## src/rtl/fpnew_rob_issuer.sv

```systemverilog
// Reorder-buffer issuer between an FP dispatch stage and the FPU: tags each op with its slot, collects
// out-of-order results and returns them in issue order. Optional same-cycle head bypass: FPNEW_ROB_BYPASS_EN.
module fpnew_rob_issuer #(
   parameter int unsigned Width       = 64,
   parameter int unsigned NumOperands = 3,
   parameter int unsigned Depth       = 4,
   parameter int unsigned UserWidth   = 5,
   parameter int unsigned TagWidth    = $clog2(Depth)
) (
   input  logic                         clk_i,
   input  logic                         rst_i,
   input  logic                         flush_i,
   // Core request
   input  logic                         req_valid_i,
   output logic                         req_ready_o,
   input  logic [NumOperands*Width-1:0] req_operands_i,
   input  logic [2:0]                   req_rnd_mode_i,
   input  logic [3:0]                   req_op_i,
   input  logic                         req_op_mod_i,
   input  logic [2:0]                   req_src_fmt_i,
   input  logic [2:0]                   req_dst_fmt_i,
   input  logic [1:0]                   req_int_fmt_i,
   input  logic                         req_vectorial_i,
   input  logic [UserWidth-1:0]         req_user_i,
   // FPU input side
   output logic                         fpu_valid_o,
   input  logic                         fpu_ready_i,
   output logic [NumOperands*Width-1:0] fpu_operands_o,
   output logic [2:0]                   fpu_rnd_mode_o,
   output logic [3:0]                   fpu_op_o,
   output logic                         fpu_op_mod_o,
   output logic [2:0]                   fpu_src_fmt_o,
   output logic [2:0]                   fpu_dst_fmt_o,
   output logic [1:0]                   fpu_int_fmt_o,
   output logic                         fpu_vectorial_o,
   output logic [TagWidth-1:0]          fpu_tag_o,
   output logic                         fpu_flush_o,
   // FPU output side
   input  logic                         fpu_out_valid_i,
   output logic                         fpu_out_ready_o,
   input  logic [Width-1:0]             fpu_result_i,
   input  logic [4:0]                   fpu_status_i,
   input  logic [TagWidth-1:0]          fpu_tag_i,
   // In-order response
   output logic                         rsp_valid_o,
   input  logic                         rsp_ready_i,
   output logic [Width-1:0]             rsp_result_o,
   output logic [4:0]                   rsp_status_o,
   output logic [UserWidth-1:0]         rsp_user_o,
   output logic                         busy_o,
   output logic                         spurious_o
);

   localparam int unsigned CntW = TagWidth + 1;

   // Handshakes: a transfer happens on a cycle where valid and ready are both high at the clock edge.
   logic [TagWidth-1:0]  head_q, head_d, tail_q, tail_d;
   logic [CntW-1:0]      count_q, count_d;
   logic [Depth-1:0]     alloc_q, done_q;
   logic                 spurious_q;
   logic [Width-1:0]     result_q [Depth];
   logic [4:0]           status_q [Depth];
   logic [UserWidth-1:0] user_q   [Depth];

   logic full, issue, slot_open, res_hit, res_bad, head_ready, bypass, retire, store;

   assign full        = (count_q == CntW'(Depth));
   assign fpu_valid_o = req_valid_i & ~full;
   assign req_ready_o = fpu_valid_o & fpu_ready_i;
   assign issue       = req_ready_o & ~flush_i;

   assign fpu_operands_o  = req_operands_i;
   assign fpu_rnd_mode_o  = req_rnd_mode_i;
   assign fpu_op_o        = req_op_i;
   assign fpu_op_mod_o    = req_op_mod_i;
   assign fpu_src_fmt_o   = req_src_fmt_i;
   assign fpu_dst_fmt_o   = req_dst_fmt_i;
   assign fpu_int_fmt_o   = req_int_fmt_i;
   assign fpu_vectorial_o = req_vectorial_i;
   assign fpu_tag_o       = tail_q;
   assign fpu_flush_o     = flush_i;

   // Slots are reserved at issue, so a result can always be absorbed.
   assign fpu_out_ready_o = 1'b1;
   assign slot_open       = alloc_q[fpu_tag_i] & ~done_q[fpu_tag_i];
   assign res_hit         = fpu_out_valid_i & ~flush_i & slot_open;
   assign res_bad         = fpu_out_valid_i & ~flush_i & ~slot_open;
   assign head_ready      = alloc_q[head_q] & done_q[head_q];

`ifdef FPNEW_ROB_BYPASS_EN
   assign bypass       = res_hit & (fpu_tag_i == head_q);
   assign rsp_valid_o  = head_ready | bypass;
   assign rsp_result_o = bypass ? fpu_result_i : result_q[head_q];
   assign rsp_status_o = bypass ? fpu_status_i : status_q[head_q];
`else
   assign bypass       = 1'b0;
   assign rsp_valid_o  = head_ready;
   assign rsp_result_o = result_q[head_q];
   assign rsp_status_o = status_q[head_q];
`endif
   assign rsp_user_o = user_q[head_q];

   assign retire = rsp_valid_o & rsp_ready_i;
   // A bypassed head result that is consumed immediately never needs its done bit.
   assign store  = res_hit & ~(bypass & rsp_ready_i);

   always_comb begin
      head_d  = head_q + TagWidth'(retire);
      tail_d  = tail_q + TagWidth'(issue);
      count_d = count_q + CntW'(issue) - CntW'(retire);
      if (flush_i) begin
         head_d  = '0;
         tail_d  = '0;
         count_d = '0;
      end
   end

   always_ff @(posedge clk_i) begin
      if (rst_i) begin
         head_q     <= '0;
         tail_q     <= '0;
         count_q    <= '0;
         alloc_q    <= '0;
         done_q     <= '0;
         spurious_q <= 1'b0;
      end else begin
         head_q  <= head_d;
         tail_q  <= tail_d;
         count_q <= count_d;
         if (res_bad) spurious_q <= 1'b1;
         if (flush_i) begin
            alloc_q <= '0;
            done_q  <= '0;
         end else begin
            if (retire) begin
               alloc_q[head_q] <= 1'b0;
               done_q[head_q]  <= 1'b0;
            end
            if (issue) begin
               alloc_q[tail_q] <= 1'b1;
               done_q[tail_q]  <= 1'b0;
            end
            if (store) done_q[fpu_tag_i] <= 1'b1;
         end
      end
   end

   // Payload storage needs no reset; alloc/done qualify every read.
   always_ff @(posedge clk_i) begin
      if (issue) user_q[tail_q] <= req_user_i;
      if (store) begin
         result_q[fpu_tag_i] <= fpu_result_i;
         status_q[fpu_tag_i] <= fpu_status_i;
      end
   end

   assign busy_o     = (count_q != '0);
   assign spurious_o = spurious_q;

endmodule

```

## config.mk

```make
export PLATFORM = sky130hd
export DESIGN_NAME = fpnew_rob_issuer
export DESIGN_NICKNAME = d
export VERILOG_FILES = /design/src/rtl/fpnew_rob_issuer.sv
export SDC_FILE = /design/constraint.sdc
export NUM_CORES = 1
export LEC_CHECK = 0
export BUFFER_PORTS_ARGS = -buffer_cell sky130_fd_sc_hd__buf_2
export CORE_AREA = 2 2 227 229
export CTS_BUF_LIST = sky130_fd_sc_hd__clkbuf_4 sky130_fd_sc_hd__clkbuf_8
export DETAILED_ROUTE_END_ITERATION = 8
export DIE_AREA = 0 0 229 231
export PLACE_DENSITY_LB_ADDON = 0.12
export SLEW_MARGIN = 20
export SYNTH_ARGS = -nofsm -noshare
export SYNTH_HDL_FRONTEND = slang
export SYNTH_SLANG_ARGS = --single-unit
```

## constraint.sdc

```tcl
create_clock -name clk_i -period 6.6 [get_ports clk_i]
set_clock_uncertainty 0.2 [all_clocks]
set_input_delay 1.98 -clock clk_i [delete_from_list [all_inputs] [get_ports clk_i]]
set_output_delay 1.98 -clock clk_i [all_outputs]
set_load 0.02 [all_outputs]
```

==> out/results.ini, run 1 <==
[status]
outcome=finished, final reports clean

[pwr]
powerDensity_nw_per_um2=275
total_power_mw=3.96
vdd.ir_drop.worst_uv=149
leakage_nw=4.65

[timing]
max_freq_ghz=0.202
fin_crit_sh=0.752
drv_slew=0
hold_viol_final=0
fin_crit_ns=4.96
finalSetupTns_ns=0
tightest_slew_ns=1.08
finalSetupViolCount=0
rsz0062_at_grt=false
slew_headroom=0.283

[die]
coreArea_um2=50700
io_pins=584
rows=83
die_w_um=229
die_y_um=231
start_util=0.260
design.die.area_um2=52900

[setup_path]
r2r_start=head_q[1]$_SDFF_PP0_
path_class=reg -> out
critical_path.startpoint=head_q[1]$_SDFF_PP0_
critical_path_depth=3
crit_path_start_kind=flop
required_ns=4.42
end_kind=output port
slowest_delay_ns=1.04
crit_end=rsp_result_o[4]
cp_max_fo=62
r2r_end=count_q[2]$_SDFF_PP0_
critical-path-top-delay-family=flip-flops
ff2ff_path_depth=11
cp_num_buf_inv=2
cp_cell_sequence=buf_4, mux4_2, buf_2
cp_slowest_cell=dfxtp_4
reg2reg_slack_ns=3.21
cp.arrival_ns=2.78

[logic_synthesis]
syn_inst=695
ys_types=46
yosysTopAreaCellShare=0.675
synth-edff-count=296
avgSynthCellArea_um2=19.0
syn-cell-area_um2=13200
ys_seq_elements=312
synthArstFlopShare=0
yosysSeqAreaShare=0.699
synth_nets=992
synth_flop_cell=edfxtp_1
ys_warn_count=0
synthTopCellsByArea=edfxtp_1 67%, mux4_2 13%, buf_4 12%
yosys.area.top_type=edfxtp_1

[global_routing]
grtUsageTotal=0.200
antenna_found_initial=14
gr-total-overflow=0
first_global_vias=6748
grt_max_degree=63
grt_pass1_wl_um=69100

[placed_design]
portBuffers=164
dpl_cell_area_um2=13300
place_hpwl_um=41800
routabilityCongestion=0.835

[route]
viasPerCell=4.43
ant_nets=0
wl_um=53900
drt_pass1_iterations=4
route.detailed.drc=0
via_count=6285
first_iter_violations=380
wl_per_cell_um=38.0

[layout]
mostFrequentLayoutCells=296 x edfxtp_1, 164 x buf_2, 74 x mux4_2
mostFrequentLayoutCell=edfxtp_1
layout.nets=991
regArea_um2=9220
multi_input_area_um2=2270
drive_gt1_frac=0.465
syn2layout_area_growth_pct=9.05
postLayoutCellArea_um2=14400
fill_cells=5148

[hold_path]
hold_class=reg -> reg

[cts]
cts_htree_levels=2
clock_path_buffers=3
cts_tree=built
clkSinkCount=312
cts.repair.resized=0
clk_pin_slew_ns=0.06
postCtsHoldBufs=0
cts_setup_buffers=0
cts_buffers=54
ctsRootBufferMaster=clkbuf_8
insertion_delay_ns=0.64

[job]
maxCapViolCount=0

area by class of cell:
cell class                 count  area share
inverter                       8     0.00209
timing repair buffer         172      0.0657
sequential                   312       0.642
antenna                        2    0.000348
clock buffer                  70      0.0605
tap                          680      0.0592
clock inverter                29      0.0126
multi-input combinational    146       0.158
cell usage after synthesis, drive strengths merged (3+ instances only):
master and n:
edfxtp 296, buf 224, mux4 74, dfxtp 16
nor2 10, inv 8, o21a 6, and2 5
clkbuf 5, ha 4, nand2b 3, nand3b 3
nor3b 3, nor4b 3, o211ai 3, o21ai 3
power by group:
part	switching, mW	leakage (nW)	internal [mW]
logic	0.0416	1.30	0.0245
registers	0.00138	2.79	2.17
clock network	0.786	0.555	0.937
total	0.829	4.65	3.13
per-stage QoR:
stage	setup WS [ns]	util	instances	hold slack, ns
2_1_floorplan	0.506	-	695	0.262
3_3_place_gp	2.00	0.262	1318	0.286
3_5_place_dp	2.01	0.262	1318	0.284
4_1_cts	1.48	0.283	1417	0.309
5_1_grt	1.40	0.283	1417	0.332
6_report	1.64	0.283	1419	0.304
logic make-up (layout without fill, tap and decap cells):
logic type,Yosys count,count (layout),share of synthesized area
AND/OR/NAND/NOR,41,41,0.0222
other,1,3,0.000285
XOR/XNOR,3,3,0.00199
AO/OA/AOI/OAI,22,22,0.0130
flip-flops,312,312,0.699
buffers and inverters,237,279,0.132
multiplexers,74,74,0.127
adder cells (fa/ha/maj),5,5,0.00532
flip-flops by register name, summed over array words and instances, names as in the netlist:
signal	count
alloc_q	4
count_q	3
done_q	4
spurious_o	1
status_q	20
user_q	20
fpu_tag_o	2
head_q	2
result_q	256
layer usage:
| metal | share of wire | vias to the layer above | track usage |
|---|---|---|---|
| li1 | - | 2486 | - |
| met1 | 0.26 | 3122 | 0.153 |
| met2 | 0.45 | 564 | 0.307 |
| met3 | 0.26 | 107 | 0.240 |
| met4 | 0.031 | 6 | 0.0674 |
| met5 | 0.00070 | - | 0.0110 |
worst min-delay path by stage:
stage	start	to	slack (ns)	cells after the start
6_report	spurious_o$_SDFFE_PP0P_	spurious_o$_SDFFE_PP0P_	0.30	1
5_1_grt	spurious_o$_SDFFE_PP0P_	spurious_o$_SDFFE_PP0P_	0.33	1
4_1_cts	spurious_o$_SDFFE_PP0P_	spurious_o$_SDFFE_PP0P_	0.31	1
3_5_place_dp	spurious_o$_SDFFE_PP0P_	spurious_o$_SDFFE_PP0P_	0.28	1
3_3_place_gp	spurious_o$_SDFFE_PP0P_	spurious_o$_SDFFE_PP0P_	0.29	1
2_1_floorplan	alloc_q[0]$_SDFF_PP0_	alloc_q[0]$_SDFF_PP0_	0.26	2
Power figures use the tool's default switching activity.
==> run 2, diff against run 1 <==
==> constraint.sdc (replaced) <==
create_clock -name clk_i -period 4.91 [get_ports clk_i]
set_clock_uncertainty 0.2 [all_clocks]
set_input_delay 1.473 -clock clk_i [delete_from_list [all_inputs] [get_ports clk_i]]
set_output_delay 1.473 -clock clk_i [all_outputs]
set_load 0.02 [all_outputs]
==> out/results.ini, run 2 (synthesis results as in run 1) <==
[status]
outcome=finished, final reports clean

[timing]
drv_slew=0
tightest_slew_ns=0.988
slew_headroom=0.340
finalSetupTns_ns=0
max_freq_ghz=0.231
hold_ws_ns=0.318
rsz0062_at_grt=false
finalSetupViolCount=0
fin_crit_sh=0.882
hold_viol_final=0
fin_crit_ns=4.33

[global_routing]
grt_pass1_wl_um=69400
grt_max_degree=35
first_global_vias=6732
grtUsageTotal=0.201
antenna_found_initial=12
gr-total-overflow=0

[setup_path]
path_class=reg -> out
r2r_end=count_q[2]$_SDFF_PP0_
critical-path-top-delay-family=flip-flops
ff2ff_path_depth=12
cp.arrival_ns=2.66
cp_slowest_cell=dfxtp_4
crit_end=rsp_result_o[44]
slowest_delay_ns=0.82
critical_path_depth=3
cp_max_fo=34
cp_num_buf_inv=2
required_ns=3.24
cp_cell_sequence=buf_4, mux4_2, buf_2
reg2reg_slack_ns=1.54
critical_path.startpoint=head_q[0]$_SDFF_PP0_
end_kind=output port
r2r_start=head_q[0]$_SDFF_PP0_
crit_path_start_kind=flop

[cts]
clock_path_buffers=3
postCtsHoldBufs=0
clk_pin_slew_ns=0.06
insertion_delay_ns=0.61
cts_htree_levels=2
clkSinkCount=312
cts_setup_buffers=0
ctsRootBufferMaster=clkbuf_8
cts_tree=built
cts_buffers=54
cts.repair.resized=0

[route]
viasPerCell=4.44
route.detailed.drc=0
ant_nets=0
drt_pass1_iterations=5
wl_um=54200
wl_per_cell_um=38.0
via_count=6336
first_iter_violations=375

[layout]
fill_cells=5103
mostFrequentLayoutCell=edfxtp_1
finalCoreUtilization=0.287
mostFrequentLayoutCells=296 x edfxtp_1, 164 x buf_2, 74 x mux4_2
syn2layout_area_growth_pct=10.4
largest_reg_flops=256
postLayoutCellArea_um2=14500
biggestRegsByFlops=result_q x256, status_q x20, user_q x20
drive_gt1_frac=0.487
layout.nets=1001
largest_register=result_q

[job]
maxCapViolCount=0

[placed_design]
routabilityCongestion=0.793
portBuffers=164
place_hpwl_um=42800
dpl_cell_area_um2=13500

[die]
io_pins=584
design.die.area_um2=52900
die_w_um=229
coreArea_um2=50700
rows=83
die_y_um=231
start_util=0.260

[pwr]
vdd.ir_drop.worst_uv=188
leakage_nw=4.74
total_power_mw=5.36
powerDensity_nw_per_um2=369

[hold_path]
hold_class=reg -> reg
hold_start=alloc_q[0]$_SDFF_PP0_

[run 2: worst min path at each step]
stage / end / slack [ns] / cells after the start
after floorplan: alloc_q[0]$_SDFF_PP0_ / 0.26 / 2
after global placement: alloc_q[0]$_SDFF_PP0_ / 0.29 / 2
after detailed placement: alloc_q[0]$_SDFF_PP0_ / 0.30 / 2
after CTS: alloc_q[0]$_SDFF_PP0_ / 0.31 / 2
after global routing: spurious_o$_SDFFE_PP0P_ / 0.35 / 1
final: alloc_q[0]$_SDFF_PP0_ / 0.32 / 2
[run 2: power breakdown]
group / internal, mW / leakage [nW] / switching [mW] / total, mW
Sequential: 2.91 / 2.79 / 0.00204 / 2.91
Clock: 1.30 / 0.575 / 1.06 / 2.36
Combinational: 0.0330 / 1.38 / 0.0560 / 0.0890
[run 2: area by class of cell]
cell class | count | area, µm² | area share
timing repair buffer | 182 | 1110 | 0.0760
multi-input combinational | 146 | 2270 | 0.156
clock inverter | 17 | 105 | 0.00723
antenna | 2 | 5.00 | 0.000344
tap | 680 | 851 | 0.0585
inverter | 8 | 30.0 | 0.00206
sequential | 312 | 9220 | 0.634
clock buffer | 79 | 962 | 0.0662
[run 2: per-layer routing]
layer / vias to the layer above / track usage / share of wire
met5: - / 0.0358 / 0.0047
li1: 2504 / - / -
met4: 12 / 0.0633 / 0.024
met1: 3186 / 0.177 / 0.29
met3: 116 / 0.213 / 0.22
met2: 518 / 0.302 / 0.46
[run 2: tightest hold or removal path, delay by kind of cell, from the launching register on]
kind	cells	cell delay [ns]
flops	1	0.32
compound gates	2	0.15
[run 2: per-stage QoR]
| step | std cells | worst slack (ns) |
|---|---|---|
| after CTS | 1424 | 0.413 |
| after detailed placement | 1328 | 1.14 |
| after floorplan | 695 | 0.465 |
| after global placement | 1328 | 1.14 |
| final | 1426 | 0.580 |
| after global routing | 1424 | 0.345 |
==> run 3, diff against run 2 <==
--- a/config.mk
+++ b/config.mk
@@ -5,11 +5,12 @@
 export SDC_FILE = /design/constraint.sdc
 export NUM_CORES = 1
 export LEC_CHECK = 0
+export ABC_AREA = 1
 export BUFFER_PORTS_ARGS = -buffer_cell sky130_fd_sc_hd__buf_2
-export CORE_AREA = 2 2 227 229
+export CORE_AREA = 2 2 228 230
 export CTS_BUF_LIST = sky130_fd_sc_hd__clkbuf_4 sky130_fd_sc_hd__clkbuf_8
 export DETAILED_ROUTE_END_ITERATION = 8
-export DIE_AREA = 0 0 229 231
+export DIE_AREA = 0 0 230 232
 export PLACE_DENSITY_LB_ADDON = 0.12
 export SLEW_MARGIN = 20
 export SYNTH_ARGS = -nofsm -noshare
==> out/results.ini, run 3 <==
[setup_path]
path_class=reg -> out
cp_max_fo=45
cp.arrival_ns=2.62
end_kind=output port
crit_path_start_kind=flop
required_ns=3.24

[placed_design]
portBuffers=164
routabilityCongestion=0.800
place_hpwl_um=43800
place_ws_ns=1.18

[route]
drt_pass1_iterations=4
viasPerCell=4.48
first_iter_violations=402
route.detailed.drc=0
wl_per_cell_um=34.1
wl_um=57000
ant_nets=0
via_count=7476

[cts]
cts_setup_buffers=0
clock_path_buffers=3
postCtsHoldBufs=0
cts_tree=built
cts_htree_levels=2
clk_pin_slew_ns=0.06
ctsRootBufferMaster=clkbuf_8
insertion_delay_ns=0.59
clkSinkCount=312
cts.repair.resized=0
cts_buffers=52

[layout]
biggestRegsByFlops=result_q x256, status_q x20, user_q x20
mostFrequentLayoutCell=edfxtp_1
syn2layout_area_growth_pct=8.36
largest_register=result_q
insertedDiodeCount=0
mostFrequentLayoutCells=296 x edfxtp_1, 164 x buf_2, 158 x nand2_1
layout.nets=1245
fill_cells=5279
largest_reg_flops=256
drive_gt1_frac=0.320

[global_routing]
grt_max_degree=61
first_global_vias=7634
gr-total-overflow=0
grtUsageTotal=0.208
grt_pass1_wl_um=74000
antenna_found_initial=11

[logic_synthesis]
yosysSeqAreaShare=0.693
yosysTopAreaCellShare=0.669
synth_commonest_cells=296 x edfxtp_1, 219 x buf_4, 158 x nand2_1
syn-cell-area_um2=13300
synth_flop_cell=edfxtp_1
ys_types=25
ys_warn_count=0
yosysMostFrequentCell=edfxtp_1
ys_seq_elements=312
synthTopCellsByArea=edfxtp_1 67%, buf_4 12%, nand2_1 4.5%
synth-edff-count=296
synthArstFlopShare=0
synth_nets=1255
avgSynthCellArea_um2=13.9
yosys.area.top_type=edfxtp_1
syn_inst=958

[die]
die_y_um=232
coreArea_um2=50900
rows=83
io_pins=584
design.die.area_um2=53400
die_w_um=230
start_util=0.261

[pwr]
leakage_nw=4.97
vdd.ir_drop.worst_uv=157
total_power_mw=5.27
powerDensity_nw_per_um2=366

[job]
maxCapViolCount=0

[hold_path]
hold_class=reg -> reg

[timing]
drv_slew=0
fin_crit_ns=4.30
max_freq_ghz=0.233
finalSetupViolCount=0
rsz0062_at_grt=false
tightest_slew_ns=0.918
setup_slack_ns=0.613
finalSetupTns_ns=0
fin_crit_sh=0.875
slew_headroom=0.385
hold_viol_final=0

[status]
outcome=finished, final reports clean

run 3: cell families after synthesis:
logic type | share of synthesized area
DFF | 0.693
buffers and inverters | 0.146
and+or+nand+nor | 0.0716
AOI/OAI and AO/OA | 0.0825
adders and majority gates | 0.00528
xor gates and xnor gates | 0.000660
other | 0.000282
run 3: layout make-up:
class / instances / area [µm²] / share of cell area
Sequential cell: 312 / 9210 / 0.640
Multi-Input combinational cell: 363 / 2130 / 0.148
Timing Repair Buffer: 182 / 1030 / 0.0716
Clock buffer: 78 / 942 / 0.0655
Tap cell: 680 / 851 / 0.0591
Inverter: 37 / 145 / 0.0101
Clock inverter: 18 / 78.8 / 0.00548
run 3: stage by stage:
step	utilization	cells	cell area [µm²]	hold slack [ns]
after floorplan	-	958	13300	0.254
after global placement	0.263	1574	13400	0.259
after detailed placement	0.263	1574	13400	0.275
after CTS	0.283	1670	14400	0.290
after global routing	0.283	1670	14400	0.320
final	0.283	1670	14400	0.282
run 3: power by group:
| part | internal [mW] | leakage (nW) | switching, mW |
|---|---|---|---|
| Sequential | 2.91 | 2.79 | 0.00164 |
| Combinational | 0.0312 | 1.64 | 0.0612 |
| Clock | 1.22 | 0.539 | 1.05 |
run 3: per-layer routing:
layer / share of wire / global-route usage / vias to the layer above
li1: - / - / 3220
met1: 0.28 / 0.170 / 3566
met2: 0.45 / 0.325 / 575
met3: 0.25 / 0.238 / 97
met4: 0.020 / 0.0466 / 18
met5: 0.0038 / 0.0165 / -
run 3: worst paths after layout:
kind | start | to | slack (ns) | depth (start not counted)
worst min register to register | spurious_o$_SDFFE_PP0P_ | spurious_o$_SDFFE_PP0P_ | 0.28 | 2
worst max-delay path | head_q[1]$_SDFF_PP0_ | rsp_result_o[15] | 0.61 | 7
worst max register to register | head_q[0]$_SDFF_PP0_ | count_q[2]$_SDFF_PP0_ | 1.89 | 14
worst min-delay path | spurious_o$_SDFFE_PP0P_ | spurious_o$_SDFFE_PP0P_ | 0.28 | 2
run 3: critical path, cell delays in order (launching register included):
cell and delay [ns]:
dfxtp_1 0.47, inv_2 0.10, nand2_1 0.09, clkinv_2 0.42, buf_12 0.38, a22oi_1 0.18
nand3_1 0.16, buf_2 0.20
